### config.mk
export PLATFORM = sky130hd
export DESIGN_NAME = regfile_mp_flat
export DESIGN_NICKNAME = d
export VERILOG_FILES = /design/src/rtl/regfile_pkg.sv /design/src/rtl/regfile_if.sv /design/src/rtl/regfile_scoreboard.sv /design/src/rtl/regfile_mp.sv /design/src/flat_wrapper.sv
export SDC_FILE = /design/constraint.sdc
export NUM_CORES = 2
export LEC_CHECK = 0
export ABC_AREA = 0
export BUFFER_PORTS_ARGS = -buffer_cell sky130_fd_sc_hd__buf_2
export CAP_MARGIN = 20
export CORE_AREA = 2 2 477 479
export CTS_CLUSTER_DIAMETER = 30
export DETAILED_ROUTE_END_ITERATION = 10
export DIE_AREA = 0 0 479 481
export PLACE_DENSITY = 0.47
export SLEW_MARGIN = 15
export SYNTH_ARGS = -nofsm -noshare
export SYNTH_HDL_FRONTEND = slang
export SYNTH_SLANG_ARGS = --single-unit
### constraint.sdc
create_clock -name clk -period 3.65 [get_ports clk]
set_input_delay 0.5475 -clock clk [delete_from_list [all_inputs] [get_ports clk]]
set_output_delay 0.5475 -clock clk [all_outputs]
set_load 0.05 [all_outputs]
### src/rtl/regfile_pkg.sv
// Shared constants and helpers for the multi-port integer register file.
// Included by the interface, the scoreboard and the top level.
package regfile_pkg;

   localparam int REG_ADDR_W    = 5;
   localparam int NUM_ARCH_REGS = 32;
   localparam logic [REG_ADDR_W-1:0] REG_ZERO = 5'd0;

   // Upper bound on write ports so wr_winner() can take fixed-width vectors.
   localparam int MAX_WR = 8;

   // Returns the highest write port whose enable is set and whose address matches target, or -1.
   function automatic int wr_winner(input logic [MAX_WR-1:0]            en,
                                    input logic [MAX_WR*REG_ADDR_W-1:0] addr,
                                    input logic [REG_ADDR_W-1:0]        target);
      int win;
      win = -1;
      for (int j = 0; j < MAX_WR; j++) begin
         if (en[j] && (addr[j*REG_ADDR_W +: REG_ADDR_W] == target)) win = j;
      end
      return win;
   endfunction

endpackage

### src/rtl/regfile_if.sv
// Issue/writeback/read bundle of the register file.
// The pipeline side is the master; the register file is the slave.
interface regfile_if
   import regfile_pkg::*;
#(
   parameter int WIDTH  = 32,
   parameter int NUM_RD = 2,
   parameter int NUM_WR = 1
);
   logic [NUM_RD-1:0]            rd_en;
   logic [NUM_RD*REG_ADDR_W-1:0] rd_addr;
   logic [NUM_RD*WIDTH-1:0]      rd_data;
   logic [NUM_RD-1:0]            rd_busy;
   logic [NUM_WR-1:0]            wr_en;
   logic [NUM_WR*REG_ADDR_W-1:0] wr_addr;
   logic [NUM_WR*WIDTH-1:0]      wr_data;
   logic                         iss_en;
   logic [REG_ADDR_W-1:0]        iss_rd;
   logic                         flush;

   modport master (
      output rd_en, rd_addr, wr_en, wr_addr, wr_data, iss_en, iss_rd, flush,
      input  rd_data, rd_busy
   );

   modport slave (
      input  rd_en, rd_addr, wr_en, wr_addr, wr_data, iss_en, iss_rd, flush,
      output rd_data, rd_busy
   );

endinterface

### src/rtl/regfile_scoreboard.sv
// Per-register busy bits: set on issue, cleared on writeback, wiped by flush.
// Exports the next-state vector so read ports can report it in the same cycle.
module regfile_scoreboard
   import regfile_pkg::*;
#(
   parameter int NUM_WR = 1
) (
   input  logic                         clk,
   input  logic                         rst,
   input  logic [NUM_WR-1:0]            i_wr_en,
   input  logic [NUM_WR*REG_ADDR_W-1:0] i_wr_addr,
   input  logic                         i_iss_en,
   input  logic [REG_ADDR_W-1:0]        i_iss_rd,
   input  logic                         i_flush,
   output logic [NUM_ARCH_REGS-1:0]     o_busy_nxt
);

   logic [NUM_ARCH_REGS-1:0] r_busy;
   logic [NUM_ARCH_REGS-1:0] w_clr;
   logic [NUM_ARCH_REGS-1:0] w_set;
   logic [NUM_ARCH_REGS-1:0] w_busy_nxt;

   // Set is applied after clear so a re-issue in the writeback cycle keeps the register busy.
   always_comb begin
      w_clr = '0;
      w_set = '0;
      for (int j = 0; j < NUM_WR; j++) begin
         if (i_wr_en[j]) w_clr[i_wr_addr[j*REG_ADDR_W +: REG_ADDR_W]] = 1'b1;
      end
      if (i_iss_en && (i_iss_rd != REG_ZERO)) w_set[i_iss_rd] = 1'b1;
      w_busy_nxt = i_flush ? '0 : ((r_busy & ~w_clr) | w_set);
      w_busy_nxt[0] = 1'b0;
   end

   always_ff @(posedge clk) begin
      if (rst) r_busy <= '0;
      else     r_busy <= w_busy_nxt;
   end

   assign o_busy_nxt = w_busy_nxt;

endmodule

### src/rtl/regfile_mp.sv
// Multi-port integer register file with synchronous reads, optional write->read
// bypass, hardwired x0 and a busy scoreboard for in-flight producers.
module regfile_mp
   import regfile_pkg::*;
#(
   parameter int WIDTH  = 32,
   parameter int NUM_RD = 2,
   parameter int NUM_WR = 1,
   parameter int BYPASS = 1
) (
   input logic      clk,
   input logic      rst,
   regfile_if.slave bus
);

   if (NUM_RD < 1 || NUM_WR < 1 || NUM_WR > MAX_WR) begin : g_param_check
      $error("regfile_mp: NUM_RD and NUM_WR must be >= 1 and NUM_WR <= MAX_WR");
   end

   logic [WIDTH-1:0]               r_regs [NUM_ARCH_REGS];
   logic [MAX_WR-1:0]              w_wr_en_ext;
   logic [MAX_WR*REG_ADDR_W-1:0]   w_wr_addr_ext;
   logic                           w_wr_hit [NUM_ARCH_REGS];
   logic [WIDTH-1:0]               w_wr_val [NUM_ARCH_REGS];
   logic [NUM_ARCH_REGS-1:0]       w_busy_nxt;
   logic [WIDTH-1:0]               w_rd_val [NUM_RD];
   logic                           w_rd_bsy [NUM_RD];
   logic [WIDTH-1:0]               r_rd_data [NUM_RD];
   logic [NUM_RD-1:0]              r_rd_busy;
   logic [NUM_RD*WIDTH-1:0]        w_rd_data_flat;

   always_comb begin
      w_wr_en_ext   = '0;
      w_wr_addr_ext = '0;
      w_wr_en_ext[NUM_WR-1:0]              = bus.wr_en;
      w_wr_addr_ext[NUM_WR*REG_ADDR_W-1:0] = bus.wr_addr;
   end

   // One priority mux per architectural register; the read bypass reuses the same result.
   always_comb begin
      int win;
      for (int r = 0; r < NUM_ARCH_REGS; r++) begin
         win         = wr_winner(w_wr_en_ext, w_wr_addr_ext, REG_ADDR_W'(r));
         w_wr_hit[r] = (win >= 0) && (r != 0);
         w_wr_val[r] = '0;
         if (win >= 0) w_wr_val[r] = bus.wr_data[win*WIDTH +: WIDTH];
      end
   end

   always_ff @(posedge clk) begin
      if (rst) begin
         for (int r = 0; r < NUM_ARCH_REGS; r++) r_regs[r] <= '0;
      end else begin
         for (int r = 1; r < NUM_ARCH_REGS; r++) begin
            if (w_wr_hit[r]) r_regs[r] <= w_wr_val[r];
         end
      end
   end

   regfile_scoreboard #(
      .NUM_WR (NUM_WR)
   ) u_scoreboard (
      .clk        (clk),
      .rst        (rst),
      .i_wr_en    (bus.wr_en),
      .i_wr_addr  (bus.wr_addr),
      .i_iss_en   (bus.iss_en),
      .i_iss_rd   (bus.iss_rd),
      .i_flush    (bus.flush),
      .o_busy_nxt (w_busy_nxt)
   );

   for (genvar i = 0; i < NUM_RD; i++) begin : g_rd
      logic [REG_ADDR_W-1:0] w_addr;
      logic                  w_byp;

      assign w_addr      = bus.rd_addr[i*REG_ADDR_W +: REG_ADDR_W];
      assign w_byp       = (BYPASS != 0) && w_wr_hit[w_addr];
      assign w_rd_val[i] = (w_addr == REG_ZERO) ? '0 :
                           w_byp                ? w_wr_val[w_addr] : r_regs[w_addr];
      assign w_rd_bsy[i] = w_busy_nxt[w_addr];
   end

   // Disabled read ports hold both data and busy.
   always_ff @(posedge clk) begin
      if (rst) begin
         for (int i = 0; i < NUM_RD; i++) r_rd_data[i] <= '0;
         r_rd_busy <= '0;
      end else begin
         for (int i = 0; i < NUM_RD; i++) begin
            if (bus.rd_en[i]) begin
               r_rd_data[i] <= w_rd_val[i];
               r_rd_busy[i] <= w_rd_bsy[i];
            end
         end
      end
   end

   always_comb begin
      w_rd_data_flat = '0;
      for (int i = 0; i < NUM_RD; i++) w_rd_data_flat[i*WIDTH +: WIDTH] = r_rd_data[i];
   end

   assign bus.rd_data = w_rd_data_flat;
   assign bus.rd_busy = r_rd_busy;

endmodule

### src/flat_wrapper.sv
// flat-port wrapper written by rule: the top's interface ports become plain ports
module regfile_mp_flat import regfile_pkg::*;
#(
   parameter int WIDTH  = 32,
   parameter int NUM_RD = 2,
   parameter int NUM_WR = 1,
   parameter int BYPASS = 1
)
  (clk, rst, bus_rd_en, bus_rd_addr, bus_wr_en, bus_wr_addr, bus_wr_data, bus_iss_en, bus_iss_rd, bus_flush, bus_rd_data, bus_rd_busy);
  regfile_if #(.WIDTH(WIDTH), .NUM_RD(NUM_RD), .NUM_WR(NUM_WR)) bus_i ();
  input logic clk;
  input logic rst;
  input wire logic [$bits(bus_i.rd_en)-1:0] bus_rd_en;
  input wire logic [$bits(bus_i.rd_addr)-1:0] bus_rd_addr;
  input wire logic [$bits(bus_i.wr_en)-1:0] bus_wr_en;
  input wire logic [$bits(bus_i.wr_addr)-1:0] bus_wr_addr;
  input wire logic [$bits(bus_i.wr_data)-1:0] bus_wr_data;
  input wire logic [$bits(bus_i.iss_en)-1:0] bus_iss_en;
  input wire logic [$bits(bus_i.iss_rd)-1:0] bus_iss_rd;
  input wire logic [$bits(bus_i.flush)-1:0] bus_flush;
  output wire logic [$bits(bus_i.rd_data)-1:0] bus_rd_data;
  output wire logic [$bits(bus_i.rd_busy)-1:0] bus_rd_busy;
  assign bus_i.rd_en = bus_rd_en;
  assign bus_i.rd_addr = bus_rd_addr;
  assign bus_i.wr_en = bus_wr_en;
  assign bus_i.wr_addr = bus_wr_addr;
  assign bus_i.wr_data = bus_wr_data;
  assign bus_i.iss_en = bus_iss_en;
  assign bus_i.iss_rd = bus_iss_rd;
  assign bus_i.flush = bus_flush;
  assign bus_rd_data = bus_i.rd_data;
  assign bus_rd_busy = bus_i.rd_busy;
  regfile_mp #(.WIDTH(WIDTH), .NUM_RD(NUM_RD), .NUM_WR(NUM_WR), .BYPASS(BYPASS)) u_core (.clk(clk), .rst(rst), .bus(bus_i));
endmodule
==> impl_summary.log <==
[metrics] Worst EP required: 4.20 ns
[metrics] Synth area leaders: edfxtp_1 56%, mux4_2 23%, nor2_1 7.7%
[metrics] Final Critical Period: 2.47 ns
[metrics] Skew-Pair Late Insertion Delay: 0.84 ns
[metrics] post-route clock period utilization: 67.7%
[metrics] remaining design rule violation count: 0
[metrics] fraction of layout cells with a size suffix above 1: 33.3%
[metrics] most instantiated flip-flop cell in the synthesis netlist: edfxtp_1
[metrics] Die W: 479 um
[metrics] Chip Height: 481 um
[metrics] Worst Path Max Fanout: 26
[metrics] post-detailed-placement half-perimeter wirelength: 137 mm
[metrics] H-tree Lvls: 4
[metrics] final wirelength: 217 mm
[metrics] worst voltage drop across the vdd grid: 0.000568 V
[metrics] net count of the mapped netlist: 3,973
[metrics] Distinct cells, synth: 76
[metrics] max-slew violation count: 0
[metrics] final worst hold slack: 0.0696 ns
[metrics] # port buffers: 124
[metrics] wire length of the first global-routing pass: 302 mm
[metrics] number of warning messages in the yosys log: 0
[metrics] routed vias/inst: 5.13
[metrics] detailed-route wire length per cell: 29.8 um
[metrics] TritonCTS clock tree: built
[metrics] crit path capture type: register
[metrics] Max-cap violations: 0
[metrics] cells after synthesis: 3,914
[metrics] worst-path cell chain: buf_8, xor2_1, nor2_1, nand4_1, o221ai_4, buf_12, buf_12, nor2_1, a21oi_1, nor2_1
[metrics] Hold Startpoint: bus_wr_data[3]
[metrics] GR Overflow Total: 0
[metrics] cell area after synthesis: 56,100 um^2
[metrics] synth cell count leaders: 1,151 x nor2_1, 1,056 x edfxtp_1, 577 x mux4_2
[metrics] starting DRC count in detailed routing: 3,756
[metrics] area overhead of the layout relative to synthesis: 23.6%
[metrics] number of buffers added by the clock tree synthesis step: 217
[metrics] kind of start point of the critical path: input pin
[metrics] CTS clk-pin slew, worst paths: 0.05 ns
[metrics] maximum number of pins on one net before global-route repair: 46
[metrics] count of final hold-check violations: 0
[metrics] standard cell with the maximum stage delay on the critical path: o221ai_4
[metrics] most repeated cell in the gate-level netlist after synthesis: nor2_1
[metrics] clock sink count: 1,089
[metrics] worst slew pin tran: 0.798 ns
[metrics] worst stage delay on the critical path: 0.48 ns
[metrics] PD cells: 572 nW/um^2
[metrics] drt pass-1 iters: 6
[metrics] launch instance of the worst register-to-register path: u_core.r_regs[4][12]
[metrics] full die area: 230,000 um^2
[metrics] placeable core area: 226,000 um^2
[metrics] number of primary I/O pins: 125
[metrics] fmax: 0.405 GHz
[metrics] minimum setup slack among reg-to-reg paths: 1.34 ns
[metrics] proportion of synthesized flip-flops having asynchronous set or reset: 0%
[metrics] area share of the leading cell type in the synthesized netlist: 56.5%
[metrics] Std-Cell Rows: 175
[metrics] result of the run: completed
[metrics] library cell used as clock root buffer: clkbuf_16
[metrics] unrepaired setup endpoints after global routing: no
[metrics] final instance area: 69,400 um^2
[metrics] clock skew: 0.0385 ns
[metrics] number of filler instances in the final layout: 22,200
[metrics] count of nets after finishing: 4,175
[metrics] cell leakage power: 22.9 nW
[metrics] critical register-to-register path endpoint: u_core.r_rd_data[0][44]
[metrics] Hold EP: u_core.r_rd_data[0][3]
[metrics] Hold Path Cell Cnt: 2
[metrics] sequential area share after synthesis: 57.7%
[metrics] all-layer global routing usage: 18.6%
[metrics] antenna violations before repair: 4
[metrics] count of antenna-violating nets left after detailed routing: 0
[metrics] critical path arrival: 3.02 ns
[metrics] setup TNS after final layout: 0 ns
[metrics] starting density of the core: 24.9%
[metrics] standard cell area after detailed placement: 61,800 um^2
[metrics] Final GP Congestion: 0.924
[metrics] number of vias in the routed layout: 37,500
[metrics] total of flip-flops plus latches after synthesis: 1,089
[metrics] Final setup violation count: 0
[metrics] cells on worst reg2reg path: 6
[metrics] Top cell by count, worst path: nor2_1
[metrics] vias in the first global route: 38,400
[metrics] worst-case headroom to the max-slew limit: 46.8%
[metrics] number of enable flip-flop cells after synthesis: 1,056
[metrics] Post-Syn Area per Cell: 14.3 um^2
[metrics] Clock Tree Buf Depth: 3
[metrics] cell taking the most area after synthesis: edfxtp_1
[metrics] path type of the worst min-delay path: input pin to register
[metrics] Crit Path Category: input pin to register
layout by cell type (no fill, tap or decap), types with 25 or more instances in the layout:
cell and count:
or3_1 25, nand2_2 32, mux2i_1 106, nand2_1 70
o2bb2ai_1 38, a21oi_1 74, nand2b_1 38, clkinv_2 28
bufinv_16 31, edfxtp_1 1056, nand3_1 28, o21ai_0 37
nor2_1 1151, mux4_2 577, nand2b_2 31, dfxtp_1 33
clkbuf_16 222, buf_12 68, clkinv_4 28, buf_2 117
buf_4 213
worst max-delay path, delay by kind of cell:
| kind | cells | cell delay (ns) |
|---|---|---|
| compound gates | 2 | 0.61 |
| buf+inv | 3 | 0.76 |
| simple gates | 4 | 0.81 |
| xor+xnor | 1 | 0.23 |
where the power goes:
group | total (mW) | switching (mW) | internal (mW)
sequential | 14.9 | 0.438 | 14.5
combinational | 4.41 | 2.63 | 1.78
clock | 20.3 | 7.02 | 13.3
worst max-delay path by stage:
stage                                 start                 endpoint  slack [ns]
CTS                 u_core.r_rd_data[0][34]          bus_rd_data[34]        1.16
global placement             bus_rd_addr[5]  u_core.r_rd_data[0][54]        0.41
global route                 bus_rd_addr[5]  u_core.r_rd_data[0][35]        1.10
finish                       bus_rd_addr[5]  u_core.r_rd_data[0][38]        1.18
detailed placement           bus_rd_addr[5]  u_core.r_rd_data[0][54]        0.41
floorplan                    bus_rd_addr[6]  u_core.r_rd_data[0][55]        0.93
cell families (layout without fill, tap and decap cells):
kind of cell / after synthesis / count (layout) / share of synthesized area (%)
flops: 1089 / 1089 / 57.7
mux: 685 / 685 / 25.1
simple gates: 1455 / 1455 / 10.8
other cells: 0 / 1 / 0
compound gates: 241 / 241 / 2.94
xor+xnor: 9 / 9 / 0.140
buf+inv: 435 / 819 / 3.40
per-stage QoR:
step,instances,setup WS (ns),util (%),total power [mW]
2_1_floorplan,3914,0.933,-,17.6
3_3_place_gp,6905,0.406,27.4,19.5
3_5_place_dp,6905,0.413,27.4,19.5
4_1_cts,7307,1.16,30.7,39.9
5_1_grt,7308,1.10,30.7,40.7
6_report,7308,1.18,30.7,39.7
per-layer routing:
layer  share of wire, %  wire length (um)  global-route usage [%]
met3                6.4             13800                    3.04
met2                 51            111000                    32.6
met4                6.0             13100                    10.6
met1                 37             79700                    21.5
met5             0.0097                21                       0
registers in the layout, indices dropped and copies added (netlist names):
| register | flops |
|---|---|
| u_core.u_scoreboard.r_busy | 31 |
| u_core.bus.rd_busy | 2 |
| u_core.r_rd_data | 64 |
| u_core.r_regs | 992 |
final cells by class:
cell class | count | area [um^2] | area share [%]
Sequential cell | 1089 | 32400 | 46.7
Multi-Input combinational cell | 2390 | 22000 | 31.8
Clock buffer | 240 | 5630 | 8.12
Tap cell | 3009 | 3760 | 5.43
Timing Repair Buffer | 403 | 3620 | 5.21
Clock inverter | 161 | 1870 | 2.69
Inverter | 15 | 66.3 | 0.0956
Antenna cell | 1 | 2.50 | 0.00361
repair_timing:
item	4_1_cts	5_1_grt
gates resized for setup	0	0
buffers inserted	0	0
hold buffers	1	0
hold endpoints to repair	1	0
(Power assumes the default switching activity.)
